## src/rtl/order_book_side.sv

```systemverilog
// One side (bid or ask) of a price-level book driven by incremental
// New/Change/Delete/Clear entries. Each accepted entry is held, applied to
// the level array in one cycle, then announced with a one-cycle strobe.
module order_book_side #(
    parameter int unsigned        DEPTH      = 10,
    parameter int unsigned        LVL_W      = 4,
    parameter int unsigned        ENTRY_W    = 88,
    parameter logic [ENTRY_W-1:0] NULL_LEVEL = ENTRY_W'(1)
) (
    input  logic                       clk,
    input  logic                       reset_n,
    input  logic                       msg_valid,
    output logic                       msg_ready,
    input  logic [1:0]                 msg_action,
    input  logic [LVL_W-1:0]           msg_level,
    input  logic [15:0]                msg_qty,
    input  logic [7:0]                 msg_norders,
    input  logic [63:0]                msg_price,
    output logic [DEPTH*ENTRY_W-1:0]   levels_out,
    output logic [LVL_W-1:0]           depth_count,
    output logic                       book_update,
    output logic                       msg_err
);

    localparam logic [1:0] ACT_NEW    = 2'd0;
    localparam logic [1:0] ACT_CHANGE = 2'd1;
    localparam logic [1:0] ACT_DELETE = 2'd2;
    localparam logic [1:0] ACT_CLEAR  = 2'd3;

    typedef enum logic [1:0] {
        S_IDLE    = 2'd0,
        S_APPLY   = 2'd1,
        S_PUBLISH = 2'd2
    } state_t;

    state_t               state_q;
    state_t               state_d;
    logic                 capture_c;
    logic                 apply_c;

    logic [1:0]           hold_action;
    logic [LVL_W-1:0]     hold_level;
    logic [ENTRY_W-1:0]   hold_entry;

    logic [ENTRY_W-1:0]   lvl_q [DEPTH];
    logic [ENTRY_W-1:0]   lvl_nxt_c [DEPTH];
    logic [LVL_W-1:0]     depth_q;
    logic [LVL_W-1:0]     depth_nxt_c;
    logic                 entry_ok_c;

    int unsigned          lvl_u;
    int unsigned          cnt_u;
    int unsigned          idx_u;

    // State register
    always_ff @(posedge clk or negedge reset_n) begin
        if (!reset_n) begin
            state_q <= S_IDLE;
        end else begin
            state_q <= state_d;
        end
    end

    // Next-state and sequencing controls
    always_comb begin
        state_d   = state_q;
        capture_c = 1'b0;
        apply_c   = 1'b0;
        case (state_q)
            S_IDLE: begin
                if (msg_valid) begin
                    capture_c = 1'b1;
                    state_d   = S_APPLY;
                end
            end
            S_APPLY: begin
                apply_c = 1'b1;
                state_d = S_PUBLISH;
            end
            S_PUBLISH: begin
                state_d = S_IDLE;
            end
            default: begin
                state_d = S_IDLE;
            end
        endcase
    end

    assign msg_ready = (state_q == S_IDLE);

    // Holding registers for the accepted entry
    always_ff @(posedge clk or negedge reset_n) begin
        if (!reset_n) begin
            hold_action <= 2'd0;
            hold_level  <= '0;
            hold_entry  <= '0;
        end else if (capture_c) begin
            hold_action <= msg_action;
            hold_level  <= msg_level;
            hold_entry  <= ENTRY_W'({msg_qty, msg_norders, msg_price});
        end
    end

    // Validate the held entry against the current occupancy
    always_comb begin
        lvl_u      = 32'(hold_level);
        cnt_u      = 32'(depth_q);
        idx_u      = lvl_u - 32'd1;
        entry_ok_c = 1'b0;
        case (hold_action)
            ACT_NEW:    entry_ok_c = (lvl_u >= 32'd1) && (lvl_u <= cnt_u + 32'd1) && (lvl_u <= DEPTH);
            ACT_CHANGE: entry_ok_c = (lvl_u >= 32'd1) && (lvl_u <= cnt_u);
            ACT_DELETE: entry_ok_c = (lvl_u >= 32'd1) && (lvl_u <= cnt_u);
            default:    entry_ok_c = 1'b1;
        endcase
    end

    // Candidate array and count after applying the held entry
    always_comb begin
        lvl_nxt_c   = lvl_q;
        depth_nxt_c = depth_q;
        case (hold_action)
            ACT_NEW: begin
                for (int unsigned i = 1; i < DEPTH; i++) begin
                    if (i > idx_u) begin
                        lvl_nxt_c[i] = lvl_q[i-1];
                    end
                end
                for (int unsigned i = 0; i < DEPTH; i++) begin
                    if (i == idx_u) begin
                        lvl_nxt_c[i] = hold_entry;
                    end
                end
                if (cnt_u < DEPTH) begin
                    depth_nxt_c = depth_q + LVL_W'(1);
                end
            end
            ACT_CHANGE: begin
                for (int unsigned i = 0; i < DEPTH; i++) begin
                    if (i == idx_u) begin
                        lvl_nxt_c[i] = hold_entry;
                    end
                end
            end
            ACT_DELETE: begin
                for (int unsigned i = 0; i < DEPTH - 1; i++) begin
                    if (i >= idx_u) begin
                        lvl_nxt_c[i] = lvl_q[i+1];
                    end
                end
                lvl_nxt_c[DEPTH-1] = NULL_LEVEL;
                depth_nxt_c        = depth_q - LVL_W'(1);
            end
            default: begin
                for (int unsigned i = 0; i < DEPTH; i++) begin
                    lvl_nxt_c[i] = NULL_LEVEL;
                end
                depth_nxt_c = '0;
            end
        endcase
    end

    // Book storage: commit only accepted entries
    always_ff @(posedge clk or negedge reset_n) begin
        if (!reset_n) begin
            for (int unsigned i = 0; i < DEPTH; i++) begin
                lvl_q[i] <= NULL_LEVEL;
            end
            depth_q <= '0;
        end else if (apply_c && entry_ok_c) begin
            lvl_q   <= lvl_nxt_c;
            depth_q <= depth_nxt_c;
        end
    end

    // Outcome strobes, high for the single PUBLISH cycle
    always_ff @(posedge clk or negedge reset_n) begin
        if (!reset_n) begin
            book_update <= 1'b0;
            msg_err     <= 1'b0;
        end else begin
            book_update <= apply_c & entry_ok_c;
            msg_err     <= apply_c & ~entry_ok_c;
        end
    end

    // Flatten the level array, best level in the low slice
    always_comb begin
        levels_out = '0;
        for (int unsigned i = 0; i < DEPTH; i++) begin
            levels_out[i*ENTRY_W +: ENTRY_W] = lvl_q[i];
        end
    end

    assign depth_count = depth_q;

endmodule

```

## config.mk

```make
export PLATFORM = sky130hd
export DESIGN_NAME = order_book_side
export DESIGN_NICKNAME = d
export VERILOG_FILES = /design/src/rtl/order_book_side.sv
export SDC_FILE = /design/constraint.sdc
export NUM_CORES = 2
export LEC_CHECK = 0
export CORE_MARGIN = 2
export CORE_UTILIZATION = 25
export DETAILED_ROUTE_END_ITERATION = 6
export DONT_BUFFER_PORTS = 1
export HOLD_SLACK_MARGIN = 0.03
export PLACE_DENSITY = 0.41
export RECOVER_POWER = 25
export SLEW_MARGIN = 20
export SYNTH_ARGS = -nofsm -noshare
export SYNTH_HDL_FRONTEND = slang
export SYNTH_SLANG_ARGS = --single-unit
```

## constraint.sdc

```tcl
create_clock -name clk -period 3.3 [get_ports clk]
set_input_delay 0.66 -clock clk [delete_from_list [all_inputs] [get_ports clk]]
set_output_delay 0.66 -clock clk [all_outputs]
set_load 0.01 [all_outputs]
```

# [Yosys cells after proc, flatten, opt, wreduce, memory -nomap -nowiden]
# Index checks and enable logic that the tools add are counted.
[classes] n_eq_ne=41 n_lt_le_gt_ge=23 reduce_logical=19 n_addsub=4 n_mux=46 n_bitwise=4
[op_table] operator="$mux W88" n=37
[op_table] operator="$pmux W880 S3" n=1
[op_table] operator="$eq A3 B32 Y1 const A" n=4
[op_table] operator="$ge A3 B32 Y1 const A" n=4
[op_table] operator="$gt A3 B32 Y1 const A" n=4
[op_table] operator="$eq A2 B32 Y1 const A" n=2
[op_table] operator="$eq A4 B32 Y1 const A" n=2
[op_table] operator="$ge A1 B32 Y1 const A" n=2
[op_table] operator="$ge A2 B32 Y1 const A" n=2
[op_table] operator="$gt A2 B32 Y1 const A" n=2
[op_table] operator="$gt A4 B32 Y1 const A" n=2
[op_table] operator="$ne A2 B2 Y1 const B" n=20
[op_table] operator="$eq A1 B32 Y1 const A" n=1
[op_table] operator="$ge A4 B32 Y1 const A" n=1
[op_table] operator="$gt A1 B32 Y1 const A" n=1
[op_table] operator="$logic_not A32 Y1" n=1
[op_table] operator="$reduce_and A4 Y1" n=8
[op_table] operator="$ne A3 B3 Y1 const B" n=9
[op_table] operator="$pmux W4 S3" n=1
[op_table] operator="$reduce_and A3 Y1" n=2
[op_table] operator="$add A4 B1 Y5 const B" n=1
[op_table] operator="$le A4 B5 Y1" n=1
[op_table] operator="$sub A4 B1 Y5 const B" n=1
[op_table] operator="$add A4 B1 Y4 const B" n=1
[op_table] operator="other kinds (18)" n=27
[word_totals] word_cells=154 inputBits=97 reg_bits=982 out_inout_bits=887

# [Logic depth before layout (Yosys ltp)]
[depth] word_depth=7 mapped_depth=13

# [Worst setup path before layout]
# No wires, ideal clock.
[synth_path] path_type="register -> register" start="register hold_level[1]" end="register lvl_q, in the netlist levels_out[869]" slack_ns=0.497 path_buffers=4 path_stages_with_launch=13 t_required_ns=3.175 t_arrival_ns=2.678 cell_sequence="dfrtp_1 > inv_1 > ha_1 > buf_4 > or2_2 > o21bai_1 > nand2_1 > o21ai_1 > and3_1 > buf_2 > buf_6 > buf_4 > mux2_2"
[synth_between] elab_chain_cells=6 word_cells_on_any_way=17
[synth_rtl] item="from (decl)" line="42" source="logic [LVL_W-1:0] hold_level;"
[synth_rtl] item="from (signal assigned)" line="99" source="hold_level <= msg_level;"
[synth_rtl] item="parallel branches: the longest is 6 deep, another holds $gt A4 B32 Y1"
[synth_rtl] item="to (signal assigned)" line="171" source="lvl_q <= lvl_nxt_c;"
[synth_rtl] item="to (decl)" line="45" source="logic [ENTRY_W-1:0] lvl_q [DEPTH];"
# Several ways; the timed one is not identified.
# A chain may end at the register's enable or synchronous reset.

# [Worst setup path after layout]
[layout_path] start="register hold_level[1]" end="register lvl_q, in the netlist levels_out[527]"
[layout_between] elab_chain_cells=6 word_cells_on_any_way=19
[layout_rtl] item="parallel branches: the longest is 6 deep, another holds $gt A3 B32 Y1"
# Several ways; the timed one is not identified.

==> impl_metrics.toml <==
[run_status]
status = "finished with violations"
violations = "hold timing, capacitance limit, slew limit"

[cells_and_area]
drive_gt1_share_pct = 19.9
final-seq-area_um2 = 24600
syn_to_final_growth_pct = 16.6
finalInstanceArea_um2 = 64400
multi_input_area_um2 = 27900
final_nets = 5219
nFillCells = 22750

[route]
drt_iter0_drc = 4469
remaining_drc_errors = 0
wl_per_cell_um = 36.0
drt-total-wl_mm = 293
dr_total_vias = 48768
drt_pass1_iterations = 6
via_per_inst = 5.98
antenna_left = 0

[yosys]
ys_seq_area_share_pct = 44.5
synth_xor_area_share_pct = 0.0793
synth_compound_area_share_pct = 27.8
synth_top_family_by_area = "compound AO/OA/AOI/OAI gates"
synth-edff-count = 0
synth-adder-area-share_pct = 0.512
syn_inst = 5415
syn-num-nets = 5534
avgSynthCellArea_um2 = 10.2
ys_seq_elements = 982
synthArstFlopShare_pct = 100
synth_simple_gate_area_share_pct = 7.21
synth_cell_types = 66
synth_area_um2 = 55200
ys_warn_count = 0
synth_mux_area_share_pct = 14.3
synth_ff_type = "dfrtp_1"

[critical_path]
cp-end-kind = "register"
r2r_start = "hold_level[1]"
crit_slowest_cell = "buf_12"
crit_path_max_incr_delay_ns = 0.48
start_kind = "register"
path_buf_inv = 3
crit_family = "buffers and inverters"
cp_data_required_time_ns = 3.92
r2r_slack_ns = 0.15
crit_type = "reg2reg"
rr_worst_depth = 9
regToRegEndpoint = "levels_out[527]"
critPathMaxFanout = 58
worstPathCellList = "inv_1 > ha_1 > buf_4 > and4bb_2 > o21ai_4 > a22oi_1 > nand4_1 > buf_12 > o2bb2ai_1"
worstPathArrival_ns = 3.78

[clock_tree]
cts_sinks = 982
root_buffer = "clkbuf_16"
numCtsBuffers = 132
cts_tree = "built"
clkSlewWorstSetupHoldPaths_ns = 0.06
clk_path_buf_depth = 3
cts_hold_buf = 94
htree_levels = 4
clk_latency_ns = 0.79

[timing]
tightestPinTransition_ns = 1.54
hold_viol_final = 123
min_period_ns = 3.15
rsz0062_at_grt = "no"
setup_viol = 0
hold-worst-slack_ns = -0.411
post-route-period-util_pct = 95.6
relSlewSlack_pct = -2.36
fin_ws_ns = 0.146
slew_violations = 45
tns_ns = 0
skew_ns = 0.0285
clock.fmax_ghz = 0.317

[pwr]
p_seq_share_pct = 40.9
switching_share_pct = 45.8
p_total_mw = 62.6
vdd_ir_drop_max_v = 0.000564
p_leak_nw = 26.0
p_int_mw = 33.9
p_sw_mw = 28.7
power.density_nw_per_um2 = 973
power_frac_comb_pct = 35.1
p_clk_share_pct = 24.0

[floorplan]
die_w_um = 474
die_height_um = 474
core_area_um2 = 220000
start_util_pct = 25.1
dieArea_um2 = 225000
io_pins = 984
rows = 172

[global_routing]
grt_pass1_vias = 48533
grt_pass1_wl_mm = 408
grt_start_max_net_pins = 202
overflow = 0
antenna_found_initial = 15
grt.total_usage_pct = 25.1

[placed_design]
placed_cell_area_um2 = 58900
portBuffers = 0
place_ws_ns = -0.388
hpwl_mm = 188
gp_congestion = 0.872

[run]
drv_cap = 1

[min_path]
min_path_type = "in2async"
## layout make-up
class	count	share of cell area, %
Clock inverter	30	0.762
Timing Repair Buffer	282	5.82
Sequential cell	982	38.2
Tap cell	2958	5.75
Antenna cell	7	0.0272
Inverter	14	0.0816
Multi-Input combinational cell	3688	43.3
Clock buffer	193	6.09
## power groups by stage
stage	Sequential [mW]	Clock, mW	Combinational, mW
3_5_place_dp	25.7	0	21.8
6_report	25.6	15.0	22.0
3_3_place_gp	25.7	0	21.5
2_1_floorplan	20.6	0	15.5
5_1_grt	26.1	15.8	23.7
4_1_cts	25.5	15.4	22.0
## stage by stage
stage,cells,util (%)
final,8154,29.3
after floorplan,5415,-
after global placement,7824,26.8
after detailed placement,7825,26.8
after CTS,8142,29.3
after global routing,8150,29.3
## routing by layer
| metal | up-vias | share of wire [%] | global-route usage, % |
|---|---|---|---|
| met2 | 2286 | 45 | 39.8 |
| met1 | 25632 | 40 | 30.5 |
| li1 | 20381 | - | - |
| met5 | - | 0.017 | 0 |
| met3 | 461 | 11 | 10.4 |
| met4 | 8 | 3.6 | 8.73 |
## timing repair
action                                  in CTS  in global routing
endpoints found under the setup margin       0                 46
buffers inserted                             0                  1
endpoints found under the hold margin      217                123
gates resized for setup                      0                  2
## placed cells by master (no fill, tap or decap), types with 7 or more instances in the layout
cell / n
dfstp_2: 10
bufinv_16: 7
dfrtp_1: 972
o22a_1: 87
a221oi_1: 345
a21oi_1: 447
o211ai_1: 263
mux2_1: 27
nor2b_1: 7
clkbuf_8: 37
a22o_1: 258
clkbuf_1: 24
dlygate4sd3_1: 94
nand3_1: 264
buf_4: 77
o2bb2ai_1: 351
mux2_2: 593
a31oi_1: 88
nand4_1: 10
nor2_1: 99
and2_1: 87
diode_2: 7
o21ai_0: 107
inv_1: 14
ha_1: 17
clkbuf_16: 133
nand2_1: 363
mux2i_1: 94
buf_16: 9
nand3_4: 9
o22ai_1: 88
buf_12: 97
## logic make-up (layout without fill, tap and decap cells)
| group | Yosys count | after routing |
|---|---|---|
| compound gates | 2080 | 2080 |
| xor+xnor | 5 | 5 |
| fa+ha+maj | 22 | 22 |
| buf+inv | 745 | 519 |
| flops | 982 | 982 |
| mux | 714 | 714 |
| other cells | 0 | 7 |
| simple gates | 867 | 867 |
## how the worst max path moves through the flow
stage / start / to / slack [ns] / cells past startpoint
finish: hold_level[1] / levels_out[527] / 0.15 / 9
floorplan: hold_level[1] / levels_out[869] / 0.50 / 12
global route: hold_level[1] / levels_out[521] / 0.01 / 10
CTS: hold_level[1] / levels_out[504] / 0.09 / 9
detailed placement: reset_n / levels_out[737] / -0.39 / 4
global placement: reset_n / levels_out[648] / -0.28 / 3
## registers in the layout (all words and copies together), names as in the netlist
register / flops
msg_err: 1
hold_entry: 88
levels_out: 880
hold_action: 2
depth_count: 4
hold_level: 4
book_update: 1
state_q: 2
## synth_stat cells, types with 88 or more instances
cell	instances	share of area (%)
buf_1	111	0.75
mux2i_1	94	1.7
o2bb2ai_1	351	5.6
o21ai_0	108	0.98
a31oi_1	88	1.0
buf_2	115	1.0
nand3_1	269	2.4
nand2_1	367	2.5
and2_1	88	1.0
mux2_2	593	12
nor2_1	99	0.67
a221oi_1	345	5.5
a21oi_1	448	4.1
clkbuf_1	475	3.2
o211ai_1	263	3.6
dfrtp_1	972	44
o22ai_1	88	1.0
a22o_1	258	4.1
Note: power is estimated with default switching activity, not from simulation.
